**src/rtl/s4ga_cfg_tx.sv**
```systemverilog
// s4ga_cfg_tx: transmit side of the s4ga LUT-configuration stream.
// Takes one packed LUT config per cfg_valid/cfg_ready handshake and
// serializes it into SI_W-bit segments (one per si_valid beat), each
// index/mask field zero-padded to whole segments, MSB segment first.
// A session opens with a single reset beat (fab_rst=1) for the fabric.
//
// Handshake: a config word transfers on any rising clk edge where
// cfg_valid and cfg_ready are both high. cfg_ready never depends on
// cfg_valid; cfg_valid may be raised or dropped freely, and cfg_data is
// only sampled at the transfer edge.
module s4ga_cfg_tx #(
  parameter int N    = 64,
  parameter int K    = 4,
  parameter int SI_W = 4,
  localparam int IDX_W     = $clog2(N),
  localparam int MASK_W    = 2 ** K,
  localparam int IDX_SEGS  = (IDX_W + SI_W - 1) / SI_W,
  localparam int MASK_SEGS = (MASK_W + SI_W - 1) / SI_W,
  localparam int SEGS      = K * IDX_SEGS + MASK_SEGS,
  localparam int CFG_W     = K * IDX_W + MASK_W
) (
  input  logic             clk,
  input  logic             rst_n,
  input  logic             start,
  input  logic             enable,
  input  logic             cfg_valid,
  output logic             cfg_ready,
  input  logic [CFG_W-1:0] cfg_data,
  output logic [SI_W-1:0]  si,
  output logic             si_valid,
  output logic             fab_rst,
  output logic [IDX_W-1:0] lut_n,
  output logic             frame_done,
  output logic             busy
);

  localparam int PAD_W  = SEGS * SI_W;
  localparam int SEG_CW = (SEGS > 1) ? $clog2(SEGS) : 1;
  localparam logic [SEG_CW-1:0] SEG_LAST = SEG_CW'(SEGS - 1);
  localparam logic [IDX_W-1:0]  LUT_LAST = IDX_W'(N - 1);

  typedef enum logic [1:0] {
    IDLE     = 2'd0,
    RST_BEAT = 2'd1,
    STREAM   = 2'd2,
    DRAIN    = 2'd3
  } state_t;

  // state is left visible by name so checkers can bind to it directly
  state_t            state;
  logic [CFG_W-1:0]  hold_q;     // word whose segment is on si this cycle
  logic              hold_full;  // hold_q has a segment on si this cycle
  logic [SEG_CW-1:0] seg;        // index of the segment on si this cycle

  logic              last_seg;
  logic              accept;
  logic [CFG_W-1:0]  src_word;
  logic [SEG_CW-1:0] src_seg;
  logic [PAD_W-1:0]  src_pad;
  logic [SI_W-1:0]   next_si;

  // Lay every field out on whole-segment boundaries, zero-extended,
  // idx0 in the most significant segments and the mask last.
  function automatic logic [PAD_W-1:0] pad_cfg(input logic [CFG_W-1:0] w);
    logic [PAD_W-1:0] p;
    p = '0;
    for (int i = 0; i < K; i++) begin
      p[(SEGS - (i + 1) * IDX_SEGS) * SI_W +: IDX_W] =
        w[MASK_W + (K - 1 - i) * IDX_W +: IDX_W];
    end
    p[MASK_W-1:0] = w[MASK_W-1:0];
    return p;
  endfunction

  assign last_seg  = hold_full && (seg == SEG_LAST);
  // Ready when nothing is held, or the held word leaves this cycle, so a
  // new word follows the last segment with no bubble.
  assign cfg_ready = (state == STREAM) && enable && (!hold_full || last_seg);
  assign accept    = cfg_valid && cfg_ready;

  // Pick the segment that goes on si next: segment 0 of a newly accepted
  // word, otherwise the following segment of the held word.
  always_comb begin
    src_word = hold_q;
    src_seg  = '0;
    if (accept) begin
      src_word = cfg_data;
    end else if (seg != SEG_LAST) begin
      src_seg = seg + 1'b1;
    end
    src_pad = pad_cfg(src_word);
    next_si = src_pad[(SEGS - 1 - int'(src_seg)) * SI_W +: SI_W];
  end

  // Session FSM with registered outputs; all state clears asynchronously.
  always_ff @(posedge clk or negedge rst_n) begin
    if (!rst_n) begin
      state      <= IDLE;
      hold_q     <= '0;
      hold_full  <= 1'b0;
      seg        <= '0;
      si         <= '0;
      si_valid   <= 1'b0;
      fab_rst    <= 1'b0;
      lut_n      <= '0;
      frame_done <= 1'b0;
      busy       <= 1'b0;
    end else begin
      fab_rst    <= 1'b0;
      frame_done <= 1'b0;
      case (state)
        IDLE: begin
          si_valid  <= 1'b0;
          hold_full <= 1'b0;
          busy      <= 1'b0;
          if (start && enable) begin
            state    <= RST_BEAT;
            si       <= '0;
            si_valid <= 1'b1;
            fab_rst  <= 1'b1;
            lut_n    <= '0;
            busy     <= 1'b1;
          end
        end
        RST_BEAT: begin
          state     <= STREAM;
          si_valid  <= 1'b0;
          hold_full <= 1'b0;
          seg       <= '0;
          busy      <= 1'b1;
        end
        STREAM, DRAIN: begin
          if (accept) begin
            hold_q     <= cfg_data;
            hold_full  <= 1'b1;
            seg        <= '0;
            si         <= next_si;
            si_valid   <= 1'b1;
            frame_done <= (SEG_LAST == '0) && (lut_n == LUT_LAST);
          end else if (hold_full && !last_seg) begin
            seg        <= seg + 1'b1;
            si         <= next_si;
            si_valid   <= 1'b1;
            frame_done <= (seg + 1'b1 == SEG_LAST) && (lut_n == LUT_LAST);
          end else begin
            // underflow or end of word: si keeps its last value
            hold_full <= 1'b0;
            si_valid  <= 1'b0;
            seg       <= '0;
          end
          if (last_seg) begin
            lut_n <= (lut_n == LUT_LAST) ? '0 : lut_n + 1'b1;
          end
          if (state == STREAM) begin
            if (!enable) begin
              if (hold_full && !last_seg) begin
                state <= DRAIN;
              end else begin
                state <= IDLE;
                busy  <= 1'b0;
              end
            end
          end else if (last_seg || !hold_full) begin
            state <= IDLE;
            busy  <= 1'b0;
          end
        end
        default: begin
          state <= IDLE;
          busy  <= 1'b0;
        end
      endcase
    end
  end

endmodule

```
**config.mk**
```make
export PLATFORM = sky130hd
export DESIGN_NAME = s4ga_cfg_tx
export DESIGN_NICKNAME = d
export VERILOG_FILES = /design/src/rtl/s4ga_cfg_tx.sv
export SDC_FILE = /design/constraint.sdc
export NUM_CORES = 1
export LEC_CHECK = 0
export ABC_AREA = 1
export BUFFER_PORTS_ARGS = -buffer_cell sky130_fd_sc_hd__buf_2
export CAP_MARGIN = 10
export CORE_MARGIN = 1
export CORE_UTILIZATION = 25
export DETAILED_ROUTE_END_ITERATION = 12
export MAX_ROUTING_LAYER = met4
export PLACE_DENSITY = 0.45
export SLEW_MARGIN = 20
export SYNTH_ARGS = -nofsm -noshare
export SYNTH_HDL_FRONTEND = slang
export SYNTH_SLANG_ARGS = --single-unit
```
**constraint.sdc**
```tcl
create_clock -name clk -period 5.2 [get_ports clk]
set_input_delay 0.26 -clock clk [delete_from_list [all_inputs] [get_ports clk]]
set_output_delay 0.26 -clock clk [all_outputs]
set_load 0.1 [all_outputs]
```
==> results of run 1 <==
-- worst paths after layout --
| path | slack (ps) | depth (start not counted) | start | end |
|---|---|---|---|---|
| setup reg to reg | 1530 | 17 | seg[0]$_DFFE_PN0N_ | si[2]$_DFFE_PN0P_ |
| setup / recovery | 1530 | 17 | seg[0]$_DFFE_PN0N_ | si[2]$_DFFE_PN0P_ |
| hold reg to reg | 460 | 2 | hold_q[4]$_DFFE_PN0N_ | hold_q[4]$_DFFE_PN0N_ |
| min in group clk | 160 | 3 | cfg_data[19] | hold_q[19]$_DFFE_PN0N_ |
| hold / removal | 110 | 2 | rst_n | hold_q[5]$_DFFE_PN0N_ |
| max in group asynchronous | 4550 | 2 | rst_n | hold_q[39]$_DFFE_PN0N_ |
-- routing by layer --
layer	share of wire (%)	global-route usage [%]	routed length, microns
met4	1.3	4.62	112
met1	50	18.5	4190
met5	0	-	0
met3	3.2	2.67	263
met2	45	22.6	3740
-- cell type report --
cell class	instances	area [sq um]	share of cell area (%)
timing repair buffer	61	310	7.86
clock buffer	10	229	5.80
inverter	79	297	7.51
clock inverter	6	63.8	1.62
sequential	61	1530	38.7
multi-input combinational	274	1310	33.1
tap	172	215	5.45
-- kinds of logic (layout without fill, tap and decap cells) --
| family | Yosys count | count (layout) | synth area share (%) |
|---|---|---|---|
| AO/OA/AOI/OAI | 36 | 36 | 6.67 |
| buffers and inverters | 95 | 156 | 12.2 |
| XOR/XNOR | 2 | 2 | 0.543 |
| flip-flops | 61 | 61 | 47.3 |
| AND/OR/NAND/NOR | 232 | 232 | 31.7 |
| adder cells (fa/ha/maj) | 4 | 4 | 1.55 |
-- synth_stat cells (all sizes together) --
cell type,instances
nand2,149
o21ai,20
ha,4
dfrtp,61
a211oi,1
and3,1
clkbuf,5
o22ai,3
inv,79
buf,11
a21o,1
nor2,17
xor2,1
o211ai,4
a21oi,5
a22o,1
nor3,5
xnor2,1
a31oi,1
nand3,38
nand4,22
-- stage by stage --
step	hold WS [ps]	power (uW)
5_1_grt	170	2240
6_report	115	2070
2_1_floorplan	-35.6	1330
3_3_place_gp	450	1500
4_1_cts	149	2100
3_5_place_dp	454	1500
-- layout by cell type, fill, tap and decap left out, drive strengths merged --
cell / Yosys / final
nand2: 149 / 149
o22ai: 3 / 3
a211oi: 1 / 1
bufinv: 0 / 1
and3: 1 / 1
o21ai: 20 / 20
a31oi: 1 / 1
nand4: 22 / 22
a22o: 1 / 1
dfrtp: 61 / 61
o211ai: 4 / 4
clkinv: 0 / 3
buf: 11 / 61
a21o: 1 / 1
clkinvlp: 0 / 2
inv: 79 / 79
nor3: 5 / 5
xor2: 1 / 1
nor2: 17 / 17
a21oi: 5 / 5
xnor2: 1 / 1
clkbuf: 5 / 10
nand3: 38 / 38
ha: 4 / 4
-- power by group through the flow --
stage	Combinational [uW]	Sequential, uW	Clock (uW)
after floorplan	444	882	0
after global placement	782	717	0
after detailed placement	785	720	0
after CTS	789	712	599
after global routing	893	730	618
final	778	710	586
-- sequential cells by signal, indices dropped and copies added (netlist names) --
| name | count |
|---|---|
| hold_q | 40 |
| lut_n | 6 |
| seg | 4 |
| si | 4 |
| state | 2 |
| busy | 1 |
| fab_rst | 1 |
| frame_done | 1 |
| hold_full | 1 |
| si_valid | 1 |
==> run_results.csv, run 1 <==
group,metric,value,unit
placement,gp_congestion,0.772,
global_routing,grt_max_degree,62,
status,status,"finished clean",
floorplan,die_area,13400,sq um
clocking,cts_tree,"yes",
finish,drive_gt1_share,17.7,%
drt,routed_via_density,4.26,
finish,insertedDiodeCount,0,
placement,dp_cells,647,
synth,syn-num-nets,479,
floorplan,coreArea,12600,sq um
global_routing,grt_antenna_before_repair,0,
sta,setup_slack,1530,ps
critical_path,crit_top_cell,"nand2_1",
critical_path,crit_slowest_cell,"nand2_1",
clocking,cts_hold_buf,0,
critical_path,max_stage_delay,470,ps
clocking,clk_pin_slew_worst_paths,60,ps
drt,wl_per_cell,12.5,microns
clocking,clock_latency,330,ps
sta,finalSetupViolations,0,
synth,yosysSeqAreaShare,47.3,%
critical_path,crit_chain,"ha_1 -> nand3_2 -> nand2_1 -> nand3_4 -> buf_4 -> inv_1 -> nor3_1 -> ha_1 -> nor2_1 -> nand2_1 -> inv_1 -> nand2_1 -> nand2_1 -> inv_1 -> nand2_1 -> nand2_1 -> nand2_1",
floorplan,io_pins,60,
clocking,cts-root-buf,"clkbuf_16",
floorplan,initial_core_util,25.6,%
synth,yosysTopAreaCellShare,47.3,%
sta,final.setup.tns,0,ps
power,power_density,525,nW/um^2
power,switching_share,41.0,%
finish,stdcell_area,3950,sq um
synth,postSynthCellCount,430,
global_routing,track_usage,14.3,%
synth,synth.distinct_cells,31,
sta,finalCritPeriodShare,70.5,%
sta,rsz0062_at_grt,"no",
power,intPower,1220,uW
sta,fin_skew,8.14,ps
drt,wl,8310,microns
drt,firstDrtPassIters,5,
finish,fin_nets,535,
sta,hold_viol,0,
sta,tightest_slew,810,ps
floorplan,std_cell_rows,41,
critical_path,start_kind,"flip-flop",
critical_path,critPathBufInv,4,
critical_path,required,5470,ps
synth,synth_area_per_cell,7.51,sq um
synth,synth_area_leaders,"dfrtp_1 (47%), nand2_1 (17%), inv_1 (9.0%)",
critical_path,end_kind,"flip-flop",
flow_run,drv_cap,0,
global_routing,grt_remaining_overflow,0,
clocking,post-cts-setup-buffers,0,
drt,post-route-drc-count,0,
sta,slew_viol_final,0,
placement,dp_hpwl,5920,microns
drt,vias,2826,
sta,clock.fmax,273,MHz
clocking,numCtsBuffers,9,
critical_path,crit_family,"simple AND/OR/NAND/NOR gates",
synth,ys_seq_elements,61,
clocking,htree_levels,3,
finish,area_growth,22.3,%
drt,ant_nets,0,
floorplan,die_y,116,microns
sta,timing.slew.headroom,46.0,%
worst_hold_path,hp-class,"in2async",
synth,synth_largest_area_cell,"dfrtp_1",
drt,drt-initial-drc-count,128,
critical_path,path_max_fanout,46,
finish,nFillCells,1449,
floorplan,die_x,116,microns
finish,final_core_util,31.3,%
placement,place_area,3660,sq um
power,p_seq_share,34.2,%
power,peakVddDrop,0.197,mV
placement,post-place-ws,1570,ps
power,power.leakage,0.00223,uW
power,clock_power_share,28.3,%
critical_path,critPathArrivalTime,3930,ps
critical_path,path_class,"reg2reg",
clocking,cts_resized,0,
global_routing,first_global_vias,2897,
power,switchingPower,849,uW
clocking,numClockSinks,61,
clocking,clk_path_buf_depth,2,
synth,syn-cell-area,3230,sq um
synth,yosysWarnings,0,
sta,fin_crit,3670,ps
global_routing,grt_first_pass_wirelength,14100,microns
finish,final_cells,663,
power,comb_power_share,37.5,%
placement,io_buffer_count,59,
Power figures use the tool's default switching activity.
==> inputs of run 2 (changes only) <==
- PLACE_DENSITY: 0.45 -> 0.47
- clock period: 5.2 -> 3.22 ns (I/O delays scaled with it)
==> run 2 against run 1 <==
Sequential cell count unchanged; fmax up 50%; setup slack got worse by 760 ps; utilization up 0.64 points; power up 69%; wire length decreased by 0.47%; final cell count up 0.60%; critical path depth is 1 lower; die area did not move; sequential share of layout area shrank 0.78 points; clock skew shrank 0.78 ps; highest routed layer unchanged.
==> run_results.csv, run 2 (synthesis gave the netlist of run 1 again) <==
group,metric,value,unit
status,status,"finished clean",
sta,finalSetupViolations,0,
sta,setup_slack,777,ps
floorplan,std_cell_rows,41,
drt,wl,8270,microns
clocking,numClockSinks,61,
global_routing,grt_first_pass_wirelength,14100,microns
finish,final_core_util,31.9,%
finish,reg_top3,"hold_q: 40 flops, lut_n: 6 flops",
drt,wl_per_cell,12.4,microns
sta,hold_viol,0,
clocking,clk_path_buf_depth,2,
placement,gp_congestion,0.856,
drt,vias,2830,
floorplan,io_pins,60,
worst_hold_path,whs_endpoint,"hold_q[30]$_DFFE_PN0N_",
drt,post-route-drc-count,0,
clocking,post-cts-setup-buffers,0,
sta,clock.fmax,409,MHz
placement,post-place-ws,806,ps
critical_path,rrSetupSlack,780,ps
finish,fin_nets,539,
worst_hold_path,hp-class,"in2reg",
power,peakVddDrop,0.377,mV
clocking,htree_levels,3,
sta,fin_skew,7.35,ps
finish,largest_reg_flops,40,
clocking,clk_pin_slew_worst_paths,50,ps
drt,firstDrtPassIters,4,
drt,routed_via_density,4.24,
floorplan,die_x,116,microns
floorplan,initial_core_util,25.6,%
drt,drt-initial-drc-count,191,
critical_path,end_kind,"flip-flop",
critical_path,crit_top_cell,"nand2_1",
critical_path,r2r_cells,16,
flow_run,drv_cap,0,
worst_hold_path,holdCritStartpoint,"cfg_data[30]",
global_routing,first_global_vias,2921,
sta,fin_crit,2440,ps
clocking,cts-root-buf,"clkbuf_16",
global_routing,grt_max_degree,57,
clocking,numCtsBuffers,9,
critical_path,critPathArrivalTime,2700,ps
critical_path,crit_chain,"ha_1 -> nand3_2 -> nand2_1 -> nand3_4 -> inv_1 -> nor3_1 -> ha_1 -> nor2_1 -> nand2_1 -> inv_1 -> nand2_1 -> nand2_1 -> inv_1 -> nand2_1 -> nand2_1 -> nand2_1",
sta,hold_ws,68.0,ps
floorplan,die_y,116,microns
critical_path,max_stage_delay,420,ps
critical_path,path_max_fanout,8,
worst_hold_path,hold_depth,3,
critical_path,crit_slowest_cell,"dfrtp_1",
floorplan,coreArea,12600,sq um
placement,dp_hpwl,6060,microns
finish,insertedDiodeCount,0,
finish,area_growth,24.8,%
power,power.leakage,0.00228,uW
clocking,cts_resized,0,
power,finalPower,3500,uW
sta,slew_viol_final,0,
critical_path,rr_startpoint,"seg[0]$_DFFE_PN0N_",
critical_path,path_class,"reg2reg",
sta,timing.slew.headroom,58.1,%
global_routing,grt_antenna_before_repair,0,
critical_path,required,3480,ps
finish,top_register,"hold_q",
finish,final_cell_mix,"nand2_1 (148), inv_1 (77), dfrtp_1 (61), buf_2 (58), nand3_1 (35)",
global_routing,grt_remaining_overflow,0,
drt,ant_nets,0,
floorplan,die_area,13400,sq um
clocking,cts_tree,"yes",
clocking,clock_latency,320,ps
critical_path,start_kind,"flip-flop",
sta,finalCritPeriodShare,75.9,%
placement,io_buffer_count,59,
sta,tightest_slew,628,ps
sta,final.setup.tns,0,ps
sta,rsz0062_at_grt,"no",
global_routing,track_usage,14.2,%
critical_path,reg2reg_to,"si[2]$_DFFE_PN0P_",
finish,final_common_cell,"nand2_1",
power,power_density,869,nW/um^2
finish,drive_gt1_share,18.4,%
## run 2: cell count changes in the layout (fill, tap and decap cells not counted)
cell	change
clkinv_2	+1
buf_4	+4
bufinv_16	+2
dlygate4sd3_1	+1
clkinvlp_4	-2
buf_2	-1
clkbuf_1	-1
## run 2: worst max-delay path by stage
stage | from | end | slack (ps) | cells past startpoint
after detailed placement | seg[0]$_DFFE_PN0N_ | si[2]$_DFFE_PN0P_ | 810 | 16
after global routing | seg[0]$_DFFE_PN0N_ | si[3]$_DFFE_PN0P_ | 490 | 16
after global placement | seg[0]$_DFFE_PN0N_ | si[3]$_DFFE_PN0P_ | 900 | 14
final | seg[0]$_DFFE_PN0N_ | si[2]$_DFFE_PN0P_ | 780 | 16
after CTS | seg[0]$_DFFE_PN0N_ | si[2]$_DFFE_PN0P_ | 770 | 16
after floorplan | state[1]$_DFFE_PN0P_ | cfg_ready | 560 | 5
## run 2: metrics by stage
stage	cell area (sq um)	instances
after floorplan	3230	430
after global placement	3680	650
after detailed placement	3680	650
after CTS	4020	666
after global routing	4030	667
final	4030	667
## run 2: worst max-delay path: cells and delay by family, from the launching register on
family                   cells  cell delay [ps]
AND/OR/NAND/NOR             11             1120
adder cells (fa/ha/maj)      2              580
flip-flops                   1              420
buffers and inverters        3              260
## run 2: what timing repair did
item	4_1_cts	5_1_grt
endpoints found under the setup margin	0	0
hold endpoints to repair	0	43
hold buffers	0	1
## run 2: area by class of cell
cell class | count | area, sq um
Tap cell | 172 | 215
Timing Repair Buffer | 65 | 345
Clock inverter | 7 | 114
Inverter | 79 | 297
Sequential cell | 61 | 1530
Clock buffer | 9 | 225
Multi-Input combinational cell | 274 | 1310
Fill cell | 1411 | 8590
## run 2: layer usage
layer	routed length [microns]	track usage (%)	vias up
met4	225	7.52	0
met3	252	2.30	16
li1	-	-	1465
met2	3730	21.7	54
met5	0	-	-
met1	4060	18.2	1295
## run 2: power by group
group / internal (uW) / switching (uW) / total [uW]
registers: 1050 / 101 / 1150
clock network: 752 / 338 / 1090
logic: 339 / 924 / 1260
total: 2140 / 1360 / 3500
==> inputs of run 3 (changes only) <==
- PLACE_DENSITY: 0.47 -> 0.45
- clock period: 3.22 -> 2.4 ns (I/O delays scaled with it)
==> run 3 against run 2 <==
The run now ends with design-rule violations left; setup slack got worse by 520 ps; non-clock buffer count grew 8; clock skew shrank 2.2 ps; critical path type unchanged; largest cell class unchanged; largest power group unchanged; highest routed layer unchanged.
==> run_results.csv, run 3 (synthesis gave the netlist of run 1 again) <==
group,metric,value,unit
status,status,"complete, but fails checks",
status,violations,"design-rule violations",
finish,top_register,"hold_q",
sta,clock.fmax,467,MHz
floorplan,io_pins,60,
sta,tightest_slew,590,ps
critical_path,end_kind,"flip-flop",
power,clock_power_share,26.8,%
finish,ff_latch_area,1530,sq um
finish,final_common_cell,"nand2_1",
placement,dp_hpwl,6130,microns
critical_path,crit_top_cell,"nand2_1",
sta,finalSetupViolations,0,
sta,finalCritPeriodShare,89.3,%
clocking,clk_path_buf_depth,2,
power,p_seq_share,34.6,%
power,switching_share,40.9,%
critical_path,path_max_fanout,4,
drt,post-route-drc-count,2,
finish,reg_top3,"hold_q: 40 flops, lut_n: 6 flops",
power,switchingPower,1820,uW
clocking,clk_pin_slew_worst_paths,50,ps
finish,largest_reg_flops,40,
clocking,cts-root-buf,"clkbuf_16",
finish,final_cells,675,
clocking,cts_tree,"yes",
finish,nFillCells,1429,
flow_run,drv_cap,0,
global_routing,grt_first_pass_wirelength,14000,microns
sta,fin_crit,2140,ps
clocking,numClockSinks,61,
sta,rsz0062_at_grt,"no",
placement,gp_congestion,0.830,
placement,io_buffer_count,59,
power,comb_power_share,38.6,%
sta,setup_slack,257,ps
floorplan,coreArea,12600,sq um
critical_path,max_stage_delay,370,ps
drt,wl,8340,microns
critical_path,required,2660,ps
placement,post-place-ws,133,ps
power,power.leakage,0.00230,uW
drt,wl_per_cell,12.4,microns
power,power_density,1100,nW/um^2
critical_path,crit_family,"simple AND/OR/NAND/NOR gates",
global_routing,grt_antenna_before_repair,0,
sta,slew_viol_final,0,
critical_path,crit_slowest_cell,"dfrtp_1",
sta,final.setup.tns,0,ps
drt,firstDrtPassIters,8,
finish,area_growth,25.8,%
finish,fin_nets,547,
drt,ant_nets,0,
finish,final_cell_mix,"nand2_1 (147), inv_1 (76), dfrtp_1 (61), buf_2 (59), nand3_1 (35)",
critical_path,critPathArrivalTime,2400,ps
floorplan,die_x,116,microns
drt,vias,2877,
clocking,numCtsBuffers,9,
sta,fin_skew,5.17,ps
placement,dp_cells,657,
drt,drt-initial-drc-count,99,
critical_path,path_class,"reg2reg",
power,intPower,2640,uW
floorplan,die_area,13400,sq um
finish,final_core_util,32.2,%
drt,routed_via_density,4.26,
power,peakVddDrop,0.460,mV
sta,timing.slew.headroom,60.6,%
global_routing,grt_remaining_overflow,0,
clocking,htree_levels,3,
floorplan,initial_core_util,25.6,%
global_routing,track_usage,14.1,%
clocking,clock_latency,320,ps
global_routing,first_global_vias,2913,
floorplan,die_y,116,microns
sta,hold_viol,0,
finish,insertedDiodeCount,0,
floorplan,std_cell_rows,41,
finish,multiInputGateArea,1320,sq um
critical_path,crit_chain,"ha_2 -> nand3_2 -> nand2_2 -> nand3_4 -> nand2_1 -> inv_1 -> ha_1 -> inv_1 -> nor2_1 -> nand2_1 -> nand3_1 -> nand2_1 -> nand2_1",
critical_path,start_kind,"flip-flop",
worst_hold_path,hp-class,"in2reg",
global_routing,grt_max_degree,59,
finish,drive_gt1_share,20.7,%
critical_path,critPathBufInv,2,
## run 3: cell type report
| class | instances | area share, % |
|---|---|---|
| clock buffer | 12 | 6.32 |
| clock inverter | 4 | 0.555 |
| inverter | 79 | 7.30 |
| multi-input combinational | 274 | 32.6 |
| sequential | 61 | 37.6 |
| tap | 172 | 5.30 |
| timing repair buffer | 73 | 10.3 |
## run 3: worst paths after layout
path                       depth (start not counted)  slack [ps]                      to                    from
min in group asynchronous                          2         300   hold_q[1]$_DFFE_PN0N_                   rst_n
hold / removal                                     3          20  hold_q[10]$_DFFE_PN0N_            cfg_data[10]
hold reg to reg                                    2         470  hold_q[26]$_DFFE_PN0N_  hold_q[26]$_DFFE_PN0N_
setup / recovery                                  13         260       si[1]$_DFFE_PN0P_      seg[1]$_DFFE_PN0N_
max in group asynchronous                          3        1360  hold_q[24]$_DFFE_PN0N_                   rst_n
setup reg to reg                                  13         260       si[1]$_DFFE_PN0P_      seg[1]$_DFFE_PN0N_
## run 3: power groups by stage
stage	registers, uW	clock network [uW]	logic (uW)
2_1_floorplan	1910	0	963
3_3_place_gp	1550	0	1730
3_5_place_dp	1560	0	1740
4_1_cts	1550	1230	1750
5_1_grt	1590	1280	1960
6_report	1540	1200	1720
## run 3: tightest hold or removal path, cell delays in order
cell and delay [ps]:
buf_2 90, o21ai_2 60, inv_1 40
## run 3: repair_timing
action,CTS,global route
buffers inserted,0,1
endpoints found under the setup margin,0,3
resized for setup,0,6
endpoints found under the hold margin,17,0
hold buffers,1,0
## run 3: layer usage
metal	vias up	GRT usage, %	share of wire, %	routed length, microns
li1	1493	-	-	-
met1	1323	18.0	47	3960
met2	51	22.5	48	4000
met3	10	3.14	3.6	301
met4	0	4.10	1.1	88
met5	-	-	0	0
## run 3: per-stage QoR
| stage | total power [uW] | hold WS [ps] | cell area (sq um) |
|---|---|---|---|
| after floorplan | 2870 | -176 | 3230 |
| after global placement | 3280 | 125 | 3750 |
| after detailed placement | 3300 | 129 | 3750 |
| after CTS | 4530 | 17.6 | 4040 |
| after global routing | 4830 | 19.0 | 4060 |
| final | 4460 | 21.2 | 4060 |
